==> src/rtl/pcp_fic_pkg.sv <==
// pcp_fic_pkg: shared widths, constants and sign-magnitude helper for the PCP-FIC datapath
package pcp_fic_pkg;

    localparam int SM_MAG_W = 8;
    localparam int RES_W    = 16;

    localparam logic [SM_MAG_W:0]   SM_ZERO    = 9'h000;
    localparam logic [SM_MAG_W-1:0] SM_MAX_MAG = 8'hFF;

    // Packs a sign bit and a magnitude into one sign-magnitude word.
    function automatic logic [SM_MAG_W:0] sm_sat(input logic sign, input logic [SM_MAG_W-1:0] mag);
        return {sign, mag};
    endfunction

endpackage

==> src/rtl/sm_abs_ovf.sv <==
// sm_abs_ovf: combinational sign, absolute value and overflow flag of a two's-complement word
module sm_abs_ovf
    import pcp_fic_pkg::*;
#(
    parameter int IN_W  = RES_W,
    parameter int MAG_W = SM_MAG_W
) (
    input  logic [IN_W-1:0]  data_i,
    output logic             sign_o,
    output logic [MAG_W-1:0] mag_o,
    output logic             big_o
);

    localparam logic [IN_W-1:0] MAX_MAG = IN_W'((1 << MAG_W) - 1);

    logic [IN_W-1:0] abs_w;

    assign sign_o = data_i[IN_W-1];
    assign abs_w  = sign_o ? ~data_i + IN_W'(1) : data_i;
    assign mag_o  = abs_w[MAG_W-1:0];
    // the most-negative input negates to itself, so its top bit flags it as too big
    assign big_o  = (abs_w > MAX_MAG) | (sign_o & abs_w[IN_W-1]);

endmodule

==> src/rtl/sm_pack_unit.sv <==
// sm_pack_unit: two-stage valid/ready pipeline packing two's-complement results into sign-magnitude
module sm_pack_unit
    import pcp_fic_pkg::*;
#(
    parameter int IN_W  = RES_W,
    parameter int MAG_W = SM_MAG_W,
    parameter bit SAT   = 1'b1,
    parameter int CNT_W = 8
) (
    input  logic             clk,
    input  logic             rst,
    input  logic [IN_W-1:0]  in_data,
    input  logic             in_valid,
    output logic             in_ready,
    output logic [MAG_W:0]   NR,
    output logic             ovf,
    output logic             out_valid,
    input  logic             out_ready,
    input  logic             clr_cnt,
    output logic [CNT_W-1:0] ovf_count
);

    localparam logic [MAG_W:0] NR_ZERO = (MAG_W+1)'(SM_ZERO);

    logic             sign_w, big_w;
    logic [MAG_W-1:0] mag_w;
    logic             vala_q, vala_d, sign_q, sign_d, big_q, big_d;
    logic [MAG_W-1:0] mag_q, mag_d;
    logic             out_valid_q, out_valid_d, ovf_q, ovf_d;
    logic [MAG_W:0]   nr_q, nr_d, pack_w;
    logic [CNT_W-1:0] cnt_q, cnt_d;
    logic             advance, accept;

    sm_abs_ovf #(.IN_W(IN_W), .MAG_W(MAG_W)) u_abs (
        .data_i (in_data),
        .sign_o (sign_w),
        .mag_o  (mag_w),
        .big_o  (big_w)
    );

    assign advance   = !out_valid_q | out_ready;
    assign in_ready  = !vala_q | advance;
    assign accept    = in_valid & in_ready;
    assign NR        = nr_q;
    assign ovf       = ovf_q;
    assign out_valid = out_valid_q;
    assign ovf_count = cnt_q;

    if (MAG_W == SM_MAG_W) begin : g_pkg
        assign pack_w = sm_sat(sign_q, (SAT && big_q) ? SM_MAX_MAG : mag_q);
    end else begin : g_gen
        assign pack_w = {sign_q, (SAT && big_q) ? {MAG_W{1'b1}} : mag_q};
    end

    // next state: stage A loads on accept, stage B on advance, counter saturates and clear wins
    always_comb begin
        vala_d      = accept ? 1'b1 : (advance ? 1'b0 : vala_q);
        sign_d      = accept ? sign_w : sign_q;
        mag_d       = accept ? mag_w : mag_q;
        big_d       = accept ? big_w : big_q;
        out_valid_d = advance ? vala_q : out_valid_q;
        nr_d        = (advance && vala_q) ? pack_w : nr_q;
        ovf_d       = (advance && vala_q) ? big_q : ovf_q;
        cnt_d       = clr_cnt ? '0 :
                      (out_valid_q && out_ready && ovf_q && !(&cnt_q)) ? cnt_q + CNT_W'(1) : cnt_q;
    end

    // pipeline and counter registers; reset empties the pipe
    always_ff @(posedge clk or posedge rst) begin
        if (rst) begin
            vala_q      <= 1'b0;
            sign_q      <= 1'b0;
            mag_q       <= '0;
            big_q       <= 1'b0;
            out_valid_q <= 1'b0;
            nr_q        <= NR_ZERO;
            ovf_q       <= 1'b0;
            cnt_q       <= '0;
        end else begin
            vala_q      <= vala_d;
            sign_q      <= sign_d;
            mag_q       <= mag_d;
            big_q       <= big_d;
            out_valid_q <= out_valid_d;
            nr_q        <= nr_d;
            ovf_q       <= ovf_d;
            cnt_q       <= cnt_d;
        end
    end

endmodule
==> config.mk <==
export PLATFORM = sky130hd
export DESIGN_NAME = sm_pack_unit
export DESIGN_NICKNAME = d
export VERILOG_FILES = /design/src/rtl/pcp_fic_pkg.sv /design/src/rtl/sm_abs_ovf.sv /design/src/rtl/sm_pack_unit.sv
export SDC_FILE = /design/constraint.sdc
export NUM_CORES = 1
export LEC_CHECK = 0
export CORE_MARGIN = 1
export CORE_UTILIZATION = 40
export DETAILED_ROUTE_END_ITERATION = 16
export PLACE_DENSITY_LB_ADDON = 0.1
export SLEW_MARGIN = 0
export SYNTH_ARGS = -nofsm -noshare
export SYNTH_HDL_FRONTEND = slang
export SYNTH_SLANG_ARGS = --single-unit
==> constraint.sdc <==
create_clock -name clk -period 3.4 [get_ports clk]
set_clock_uncertainty 0.15 [all_clocks]
set_input_delay 0.51 -clock clk [delete_from_list [all_inputs] [get_ports clk]]
set_output_delay 0.51 -clock clk [all_outputs]
set_load 0.005 [all_outputs]
After elaboration in Yosys (flattened, before gate mapping)
Cells that the tools add are included.
- $lt $le $gt $ge: 1
- mux-type cells: 6
- add/sub/neg operators: 2
- bitwise operators: 6
- reduce and logical (&&, ||, !) cells: 10
- operator list (operator ; number):
    $mux 8 ; 3
    $add 16x1->16 const B ; 1
    $gt 16x8->1 const B ; 1
    $mux 16 ; 1
    $not 16->16 ; 1
    $add 8x1->8 const B ; 1
    $reduce_and 8->1 ; 1
    $logic_and 1x1->1 ; 4
    $reduce_bool 2->1 ; 2
    $logic_not 1->1 ; 3
    $or 1x1->1 ; 3
    $and 1x1->1 ; 2
    $mux 1 ; 2
- register bits: 30
- word-level logic and storage cells: 33
- output and inout bits: 20
- input bits: 21

Logic depth before layout (Yosys ltp)
Gate-level depths: netlist of the first run.
- depth in word-level cells: 5
- gate-level depth with buffers: 7
- mapped depth without buffers: 7

By module
From an unflattened synthesis of the first run, not the netlist that was laid out.
- cell total of the unflattened synthesis: 172
- area total of the unflattened synthesis: 1694.1 um^2
- by module, submodules not included (module ; area each (um^2) ; times used ; cells an instance ; sequential area each (um^2)):
    sm_pack_unit ; 1292.5 ; 1 ; 111 ; 750.7
    sm_abs_ovf ; 401.6 ; 1 ; 61 ; 0.0

Worst setup path before layout of the first run
OpenSTA, ideal clock, no wires.
- path kind: input to register
- start point: in in_data[0]
- end point: reg big_q
- slack: 1024 ps
- stages: 7
- arrival time: 2081 ps
- path buffers: 0
- setup time: 145 ps
- data required time: 3105 ps
- path through: inv_1 > ha_1 > or3b_4 > or3_4 > o31a_1 > o41ai_2 > a41oi_1
- word-level cells in the longest chain between the ends: 5
- elaborated cells between the ends (all ways): 6
- classes of those cells: add/sub: 1; order compare: 1; mux: 1; bitwise: 3
- RTL lines (what ; line ; source):
    start: declaration ; sm_pack_unit.sv:12 ; input logic [IN_W-1:0] in_data,
    $not 16->16 ; sm_abs_ovf.sv:19 ; assign abs_w = sign_o ? ~data_i + IN_W'(1) : data_i;
    $add 16x1->16 ; sm_abs_ovf.sv:19 ;
    $mux 16 * ; sm_abs_ovf.sv:19 ;
    $gt 16x8->1 / $and 1x1->1 (equally long branches) ; sm_abs_ovf.sv:22 ; assign big_o = (abs_w > MAX_MAG) | (sign_o & abs_w[IN_W-1]);
    $or 1x1->1 * ; sm_abs_ovf.sv:22 ;
    end signal: assignment ; sm_pack_unit.sv:83 ; big_q <= big_d;
    end: declaration ; sm_pack_unit.sv:27 ; logic vala_q, vala_d, sign_q, sign_d, big_q, big_d;
Every way passes the cells marked *; elsewhere a longest branch is shown, timed or not.
A chain may end at the register's enable or synchronous reset.

Worst setup path in the final report of the first run
Ends and elaborated chain as after synthesis.

==> impl_metrics.csv, run 1 <==
group,metric,value,unit
critical_path,crit_path_start_kind,"input pin",
sta,setup_tns,0,ns
global_routing,track_usage,17.2,%
layout,fin_area,0.00210,mm²
yosys,syn_inst,171,
sta,finalWorstSetupSlack,0.754,ns
status,status,"finished clean",
sta,worst_slew_pin_slew,0.722,ns
clock_tree,cts_hold_buf,0,
sta,drv_slew,0,
power,seq_power_share,46.2,%
global_routing,grt_pass1_vias,1193,
sta,holdWs,0.334,ns
critical_path,crit_type,"input pin to register",
yosys,syn_nets,194,
floorplan,core,0.00369,mm²
clock_tree,clk_latency,0.27,ns
yosys,async_reset_ff_share,100,%
placed_design,gp_congestion,0.808,
power,p_sw_share,24.4,%
placed_design,dp_hpwl,2.34,mm
placed_design,dp_slack,0.475,ns
yosys,syn-mean-instance-area,9.04,µm²
drt,via_per_inst,5.03,
power,switchingPower,0.000220,W
floorplan,die_y,64.2,µm
critical_path,required,3.39,ns
global_routing,antenna_found_initial,0,
sta,rsz0062_at_grt,"false",
layout,finalNonFillerCells,262,
clock_tree,cts-htree-levels,2,
drt,drt_iter0_markers,53,
sta,finalHoldViolCount,0,
layout,fin_nets,236,
global_routing,grt_pass1_wl,5.35,mm
drt,drc_errors,0,
yosys,ys_seq_area_share,48.5,%
power,ir_worst_vdd,0.164,mV
yosys,ys_warn_count,0,
critical_path,cp.arrival,2.63,ns
clock_tree,cts_resized,0,
floorplan,die_w,64.2,µm
yosys,synth_seq_cells,30,
sta,max_freq,0.378,GHz
power,combPwrFrac,17.6,%
floorplan,start_util,41.9,%
yosys,mappedNetlistArea,0.00155,mm²
clock_tree,cts_tree,"built",
yosys,ys_types,35,
critical_path,crit_fanout,4,
layout,antenna_cells,0,
power,leakage,0.838,nW
drt,drtPass1Iterations,4,
global_routing,overflow,0,
flow_run,max_cap_violations,0,
drt,wl,3.05,mm
sta,min_period_over_period,77.8,%
layout,nFillCells,344,
layout,layout_common_cells,"clkdlybuf4s50_1, dfrtp_1, nor2_1",
power,power.internal,0.000683,W
floorplan,io_pins,41,
clock_tree,cts_setup_buffers,0,
clock_tree,cts_buffer_depth,2,
power,p_per_area,430,mW/mm²
yosys,ys.flop_type,"dfrtp_1",
clock_tree,clockRootBuffer,"clkbuf_8",
sta,max-slew-margin-rel,51.8,%
power,p_clk_share,36.2,%
global_routing,grt_max_degree,31,
sta,finalSetupViolations,0,
drt,ant_nets,0,
clock_tree,cts_sinks,30,
yosys,synth_edf_count,0,
placed_design,io_buffers,40,
clock_tree,path_clk_slew,0.06,ns
clock_tree,cts-buffers-inserted,5,
floorplan,rows,22,
sta,finalCriticalPeriod,2.65,ns
layout,drive_gt1_share,7.01,%
critical_path,end_kind,"register",
layout,final_common_cell,"clkdlybuf4s50_1",
hold_path,hold_path.class,"register to register",
placed_design,placed_cell_area,0.00199,mm²
placed_design,dp_cells,254,
layout,area_delta_synth_final,35.9,%
floorplan,dieArea,0.00412,mm²
drt,wl_per_cell,11.6,µm
drt,vias,1318,
[flip-flops by register name (all words and copies together) (netlist names)]
name,count
mag_q,8
big_q,1
sign_q,1
ovf_count,8
ovf,1
out_valid,1
NR,9
vala_q,1
[per-stage QoR]
stage / power, W / utilization, %
finish: 0.000904 / 57.0
global route: 0.000957 / 57.0
CTS: 0.000916 / 57.0
detailed placement: 0.000585 / 54.0
global placement: 0.000580 / 54.0
floorplan: 0.000498 / -
[metal layers]
layer	global-route usage [%]	vias up	share of wire, %
met2	27.1	37	47
met4	10.0	0	2.0
li1	-	685	-
met1	22.1	591	47
met3	3.21	5	3.9
met5	0	-	0
[critical path, cell delays in order]
cell	delay (ns)
clkdlybuf4s50_1	0.43
inv_1	0.08
ha_1	0.16
or3b_4	0.39
or3_4	0.35
o31a_1	0.26
o41ai_2	0.31
a41oi_1	0.14
[power by group through the flow]
stage | sequential (W) | combinational [W] | clock [W]
global placement | 0.000423 | 0.000157 | 0
finish | 0.000418 | 0.000159 | 0.000327
floorplan | 0.000419 | 0.0000790 | 0
global route | 0.000423 | 0.000179 | 0.000355
detailed placement | 0.000425 | 0.000160 | 0
CTS | 0.000418 | 0.000161 | 0.000336
[area by class of cell]
| type | instances | area [µm²] | area share (%) |
|---|---|---|---|
| inverters | 8 | 30.0 | 1.43 |
| flip-flops and latches | 30 | 751 | 35.7 |
| clock buffers | 8 | 110 | 5.24 |
| multi-input cells | 127 | 743 | 35.4 |
| repair buffers | 41 | 408 | 19.4 |
| well taps | 48 | 60.1 | 2.86 |
[synthesized netlist by cell type (all sizes together), types with 3 or more instances]
| library cell | number | area [µm²] |
|---|---|---|
| nor3 | 8 | 40.0 |
| o31ai | 3 | 22.5 |
| dfrtp | 30 | 751 |
| nand2b | 3 | 18.8 |
| or3 | 3 | 25.0 |
| a21oi | 13 | 65.1 |
| xnor2 | 6 | 52.6 |
| xor2 | 7 | 61.3 |
| buf | 3 | 11.3 |
| nand2 | 16 | 60.1 |
| nor2 | 28 | 105 |
| clkbuf | 3 | 11.3 |
| inv | 8 | 30.0 |
| o21ai | 13 | 65.1 |
| nand3 | 3 | 15.0 |
[cell families (layout without fill, tap and decap cells)]
logic type	Yosys count	after routing	share of synthesized area, %
compound gates	37	37	14.6
flops	30	30	48.5
buf+inv	14	57	3.40
fa+ha+maj	2	2	1.62
xor+xnor	13	13	7.36
mux	4	4	2.75
simple gates	71	71	21.7
[worst paths after layout]
| path | cells after the start | to | slack (ns) | startpoint |
|---|---|---|---|---|
| worst max-delay path | 8 | big_q | 0.75 | in_data[0] |
| worst min-delay path | 1 | out_valid | 0.33 | vala_q |
| worst max register to register | 6 | ovf_count[7] | 1.44 | ovf_count[0] |
| worst min register to register | 1 | out_valid | 0.33 | vala_q |
| max in group asynchronous | 3 | NR[2] | 2.37 | rst |
| min in group asynchronous | 3 | mag_q[7] | 0.47 | rst |
(Power assumes the default switching activity.)
==> run 2, diff against run 1 <==
Clock period 3.4 ns to 2.4 ns, I/O delays scaled along.
==> run 2 against run 1 <==
Net effect: register-to-register slack got worse by 1.0 ns; hold slack got worse by 0.098 ns; final area rose by 10%; die area unchanged; sequential power up 42%; count of clock-buffer cells in the layout decreased by 1; clock power rose by 24%; first-iteration DRC count rose by 70%; sequential share of layout area decreased by 3.4 points.
==> impl_metrics.csv, run 2 (synthesized netlist as in run 1, its figures left out) <==
group,metric,value,unit
floorplan,io_pins,41,
power,power,0.00127,W
clock_tree,cts-buffers-inserted,5,
sta,rsz0062_at_grt,"false",
sta,finalCriticalPeriod,2.31,ns
drt,drt_iter0_markers,90,
clock_tree,cts_hold_buf,0,
power,p_per_area,545,mW/mm²
layout,fin_util,63.0,%
floorplan,start_util,41.9,%
critical_path,crit_slowest_cell,"clkdlybuf4s50_1",
drt,wl_per_cell,12.1,µm
clock_tree,clk_latency,0.28,ns
power,leakage,0.984,nW
layout,drive_gt1_share,18.9,%
clock_tree,cts_tree,"built",
drt,via_per_inst,5.00,
status,status,"finished clean",
floorplan,die_w,64.2,µm
sta,max_freq,0.433,GHz
floorplan,die_y,64.2,µm
clock_tree,cts-htree-levels,2,
sta,setup_tns,0,ns
sta,drv_slew,0,
flow_run,max_cap_violations,0,
sta,min_period_over_period,96.3,%
critical_path,worstPathCellList,"clkdlybuf4s50_1, or3b_4, or3_4, o31a_1, o41ai_2, a41oi_1",
critical_path,cp.arrival,2.30,ns
placed_design,io_buffers,40,
critical_path,crit_type,"input pin to register",
clock_tree,cts_buffer_depth,2,
global_routing,antenna_found_initial,0,
sta,holdWs,0.236,ns
critical_path,crit_fanout,2,
drt,wl,3.53,mm
layout,area_delta_synth_final,50.2,%
sta,worst_slew_pin_slew,0.729,ns
sta,finalSetupViolations,0,
layout,final_common_cell,"clkdlybuf4s50_1",
sta,finalHoldViolCount,0,
layout,nFillCells,303,
floorplan,dieArea,0.00412,mm²
clock_tree,path_clk_slew,0.06,ns
drt,drtPass1Iterations,4,
layout,fin_nets,265,
global_routing,overflow,0,
critical_path,cpPeakStageDelay,0.43,ns
power,ir_worst_vdd,0.255,mV
clock_tree,cts_sinks,30,
placed_design,gp_congestion,0.936,
clock_tree,clockRootBuffer,"clkbuf_8",
layout,largest_reg_flops,9,
hold_path,hold_path.class,"input pin to asynchronous set/reset pin",
layout,antenna_cells,0,
global_routing,grt_pass1_wl,6.00,mm
drt,ant_nets,0,
layout,layout_common_cells,"clkdlybuf4s50_1, dfrtp_1, buf_4",
drt,drc_errors,0,
global_routing,track_usage,19.1,%
critical_path,required,2.39,ns
global_routing,grt_pass1_vias,1389,
critical_path,crit_path_start_kind,"input pin",
sta,max-slew-margin-rel,51.4,%
global_routing,grt_max_degree,20,
placed_design,dp_hpwl,2.59,mm
critical_path,end_kind,"register",
floorplan,core,0.00369,mm²
drt,vias,1454,
floorplan,rows,22,
-- run 2: worst max-delay path: cells and delay by family --
| kind | cells | cell delay, ns |
|---|---|---|
| buffers and inverters | 1 | 0.43 |
| AND/OR/NAND/NOR | 2 | 0.79 |
| AO/OA/AOI/OAI | 3 | 0.72 |
-- run 2: timing repair --
action / in CTS / in global routing
endpoints found under the setup margin: 1 / 2
endpoints found under the hold margin: 0 / 0
setup buffers: 12 / 1
pin swaps: 3 / 4
resized for setup: 3 / 3
-- run 2: area by class of cell --
| cell class | instances | area, µm² | share of cell area (%) |
|---|---|---|---|
| clock buffers | 7 | 86.3 | 3.72 |
| clock inverters | 1 | 5.00 | 0.216 |
| inverters | 8 | 30.0 | 1.29 |
| multi-input cells | 127 | 759 | 32.7 |
| flip-flops and latches | 30 | 751 | 32.3 |
| well taps | 48 | 60.1 | 2.59 |
| repair buffers | 70 | 631 | 27.2 |
-- run 2: final timing paths --
| path | startpoint | end | slack (ns) | depth (start not counted) |
|---|---|---|---|---|
| worst max register to register | ovf_count[0] | ovf_count[5] | 0.42 | 6 |
| min in group clk | sign_q | sign_q | 0.34 | 2 |
| max in group asynchronous | rst | NR[3] | 1.26 | 3 |
| worst max-delay path | in_data[2] | big_q | 0.09 | 6 |
| worst min register to register | sign_q | sign_q | 0.34 | 2 |
| worst min-delay path | rst | vala_q | 0.24 | 2 |
-- run 2: metrics by stage --
step                instance area, µm²  setup slack (ns)  std cells
floorplan                         1550             0.174        171
global placement                  2120            -0.301        271
detailed placement                2120            -0.364        271
CTS                               2310           0.00811        290
global route                      2320            0.0111        291
finish                            2320            0.0887        291
-- run 2: per-layer routing --
| layer | routed length (µm) | GRT usage [%] |
|---|---|---|
| met1 | 1610 | 23.0 |
| met2 | 1730 | 31.6 |
| met3 | 139 | 4.82 |
| met4 | 44 | 9.44 |
| met5 | 0 | 0 |
-- run 2: power by group --
group | internal [W] | switching (W)
Clock | 0.000231 | 0.000177
Combinational | 0.000151 | 0.000113
Sequential | 0.000557 | 0.0000372
Total | 0.000940 | 0.000327
==> run 3, diff against run 2 <==
Clock period 2.4 ns to 2.3 ns, I/O delays scaled along.
==> run 3 against run 2 <==
Net effect: clock power increased by 5.4%; wire length about the same; sequential share of layout area decreased by 0.41 points; setup slack got worse by 0.0010 ns; critical path depth increased by 3; first-iteration DRC count decreased by 48%; non-clock buffer count increased by 2; register-to-register slack got worse by 0.13 ns; combinational power increased by 5%; sequential cell count unchanged.
==> impl_metrics.csv, run 3 (synthesized netlist as in run 1, its figures left out) <==
group,metric,value,unit
power,leakage,0.983,nW
layout,area_delta_synth_final,52.1,%
clock_tree,cts-buffers-inserted,5,
power,combPwrFrac,21.0,%
clock_tree,cts_hold_buf,0,
layout,fin_nets,267,
clock_tree,cts_tree,"built",
sta,finalHoldViolCount,0,
floorplan,die_y,64.2,µm
layout,final_common_cell,"clkdlybuf4s50_1",
power,switchingPower,0.000345,W
clock_tree,clk_latency,0.28,ns
critical_path,crit_type,"input pin to register",
power,p_per_area,565,mW/mm²
placed_design,gp_congestion,0.945,
placed_design,placed_cell_area,0.00213,mm²
layout,largest_reg_flops,9,
critical_path,end_kind,"register",
floorplan,core,0.00369,mm²
sta,finalSetupViolations,0,
drt,via_per_inst,4.95,
clock_tree,clockRootBuffer,"clkbuf_8",
layout,layout_common_cells,"clkdlybuf4s50_1, buf_4, dfrtp_1",
drt,wl_per_cell,12.0,µm
critical_path,crit_path_start_kind,"input pin",
drt,top_layer_used,"met4",
global_routing,antenna_found_initial,0,
floorplan,die_w,64.2,µm
drt,ant_nets,0,
status,status,"finished clean",
sta,drv_slew,0,
global_routing,grt_pass1_vias,1455,
power,seq_power_share,46.7,%
drt,drc_errors,0,
sta,finalCriticalPeriod,2.21,ns
flow_run,max_cap_violations,0,
drt,wl_met1,1.57,mm
placed_design,dp_hpwl,2.63,mm
drt,met3RoutedLength,138,µm
drt,vias,1450,
power,p_sw_share,26.0,%
placed_design,dp_cells,273,
power,power,0.00133,W
global_routing,grt_max_degree,31,
hold_path,hold_path.class,"input pin to asynchronous set/reset pin",
drt,drt_iter0_markers,47,
clock_tree,path_clk_slew,0.06,ns
floorplan,dieArea,0.00412,mm²
global_routing,overflow,0,
clock_tree,cts_buffer_depth,2,
sta,max_freq,0.452,GHz
floorplan,rows,22,
critical_path,crit_fanout,3,
global_routing,grt_pass1_wl,6.18,mm
sta,min_period_over_period,96.2,%
drt,wl,3.53,mm
power,power.internal,0.000983,W
clock_tree,cts-htree-levels,2,
critical_path,cp.arrival,2.21,ns
power,ir_worst_vdd,0.203,mV
layout,finalNonFillerCells,293,
sta,worst_slew_pin_slew,0.745,ns
sta,max-slew-margin-rel,50.3,%
layout,antenna_cells,0,
layout,fin_util,63.8,%
floorplan,io_pins,41,
drt,met2_length,1.75,mm
layout,fin_area,0.00235,mm²
sta,rsz0062_at_grt,"false",
layout,drive_gt1_share,20.8,%
sta,setup_tns,0,ns
drt,drtPass1Iterations,4,
global_routing,track_usage,19.3,%
placed_design,io_buffers,40,
power,p_clk_share,32.3,%
floorplan,start_util,41.9,%
critical_path,regToRegSetupSlack,0.29,ns
clock_tree,cts_sinks,30,
critical_path,required,2.30,ns
run 3: changes by cell type in the layout (fill, tap and decap cells not counted), sizes merged:
cell	change
buf	+2
dlygate4sd2	+2
dlymetal6s2s	-2
run 3: layout make-up:
cell class	count	area (µm²)
inverters	8	30.0
repair buffers	72	642
well taps	48	60.1
flip-flops and latches	30	751
clock inverters	1	5.00
fillers	326	1340
multi-input cells	127	778
clock buffers	7	86.3
run 3: power by group through the flow:
stage          clock network [W]  registers, W  logic [W]
4_1_cts                 0.000439      0.000620   0.000280
5_1_grt                 0.000466      0.000627   0.000313
3_5_place_dp                   0      0.000630   0.000261
3_3_place_gp                   0      0.000625   0.000256
2_1_floorplan                  0      0.000620   0.000117
6_report                0.000429      0.000621   0.000279
run 3: metrics by stage:
stage	hold slack, ns	setup WS, ns
after global routing	0.345	0.00120
after floorplan	0.286	0.0891
after global placement	0.308	-0.385
after detailed placement	0.321	-0.433
final	0.292	0.0877
after CTS	0.299	0.0637
run 3: timing repair:
item	CTS	global route
gates resized for setup	8	3
cloned	0	0
buffers inserted	12	0
pin swaps	5	4
setup endpoints to repair	1	1
run 3: final timing paths:
| kind | startpoint | endpoint | depth (start not counted) |
|---|---|---|---|
| min in group clk | vala_q | out_valid | 1 |
| setup reg to reg | ovf_count[0] | ovf_count[5] | 6 |
| hold reg to reg | vala_q | out_valid | 1 |
| hold / removal | rst | NR[5] | 3 |
| max in group asynchronous | rst | NR[8] | 3 |
| setup / recovery | in_data[0] | big_q | 9 |
run 3: routing by layer:
metal / GRT usage, % / vias to the layer above
met5: 0 / -
li1: - / 735
met2: 33.4 / 39
met3: 3.21 / 7
met1: 22.8 / 669
met4: 10.6 / 0
run 3: worst max-delay path, stage by stage:
cell	delay, ns
dlygate4sd2_1	0.25
inv_2	0.06
ha_2	0.17
or3b_4	0.37
or3_4	0.35
buf_6	0.14
o31ai_4	0.23
xor2_1	0.17
a41oi_1	0.12
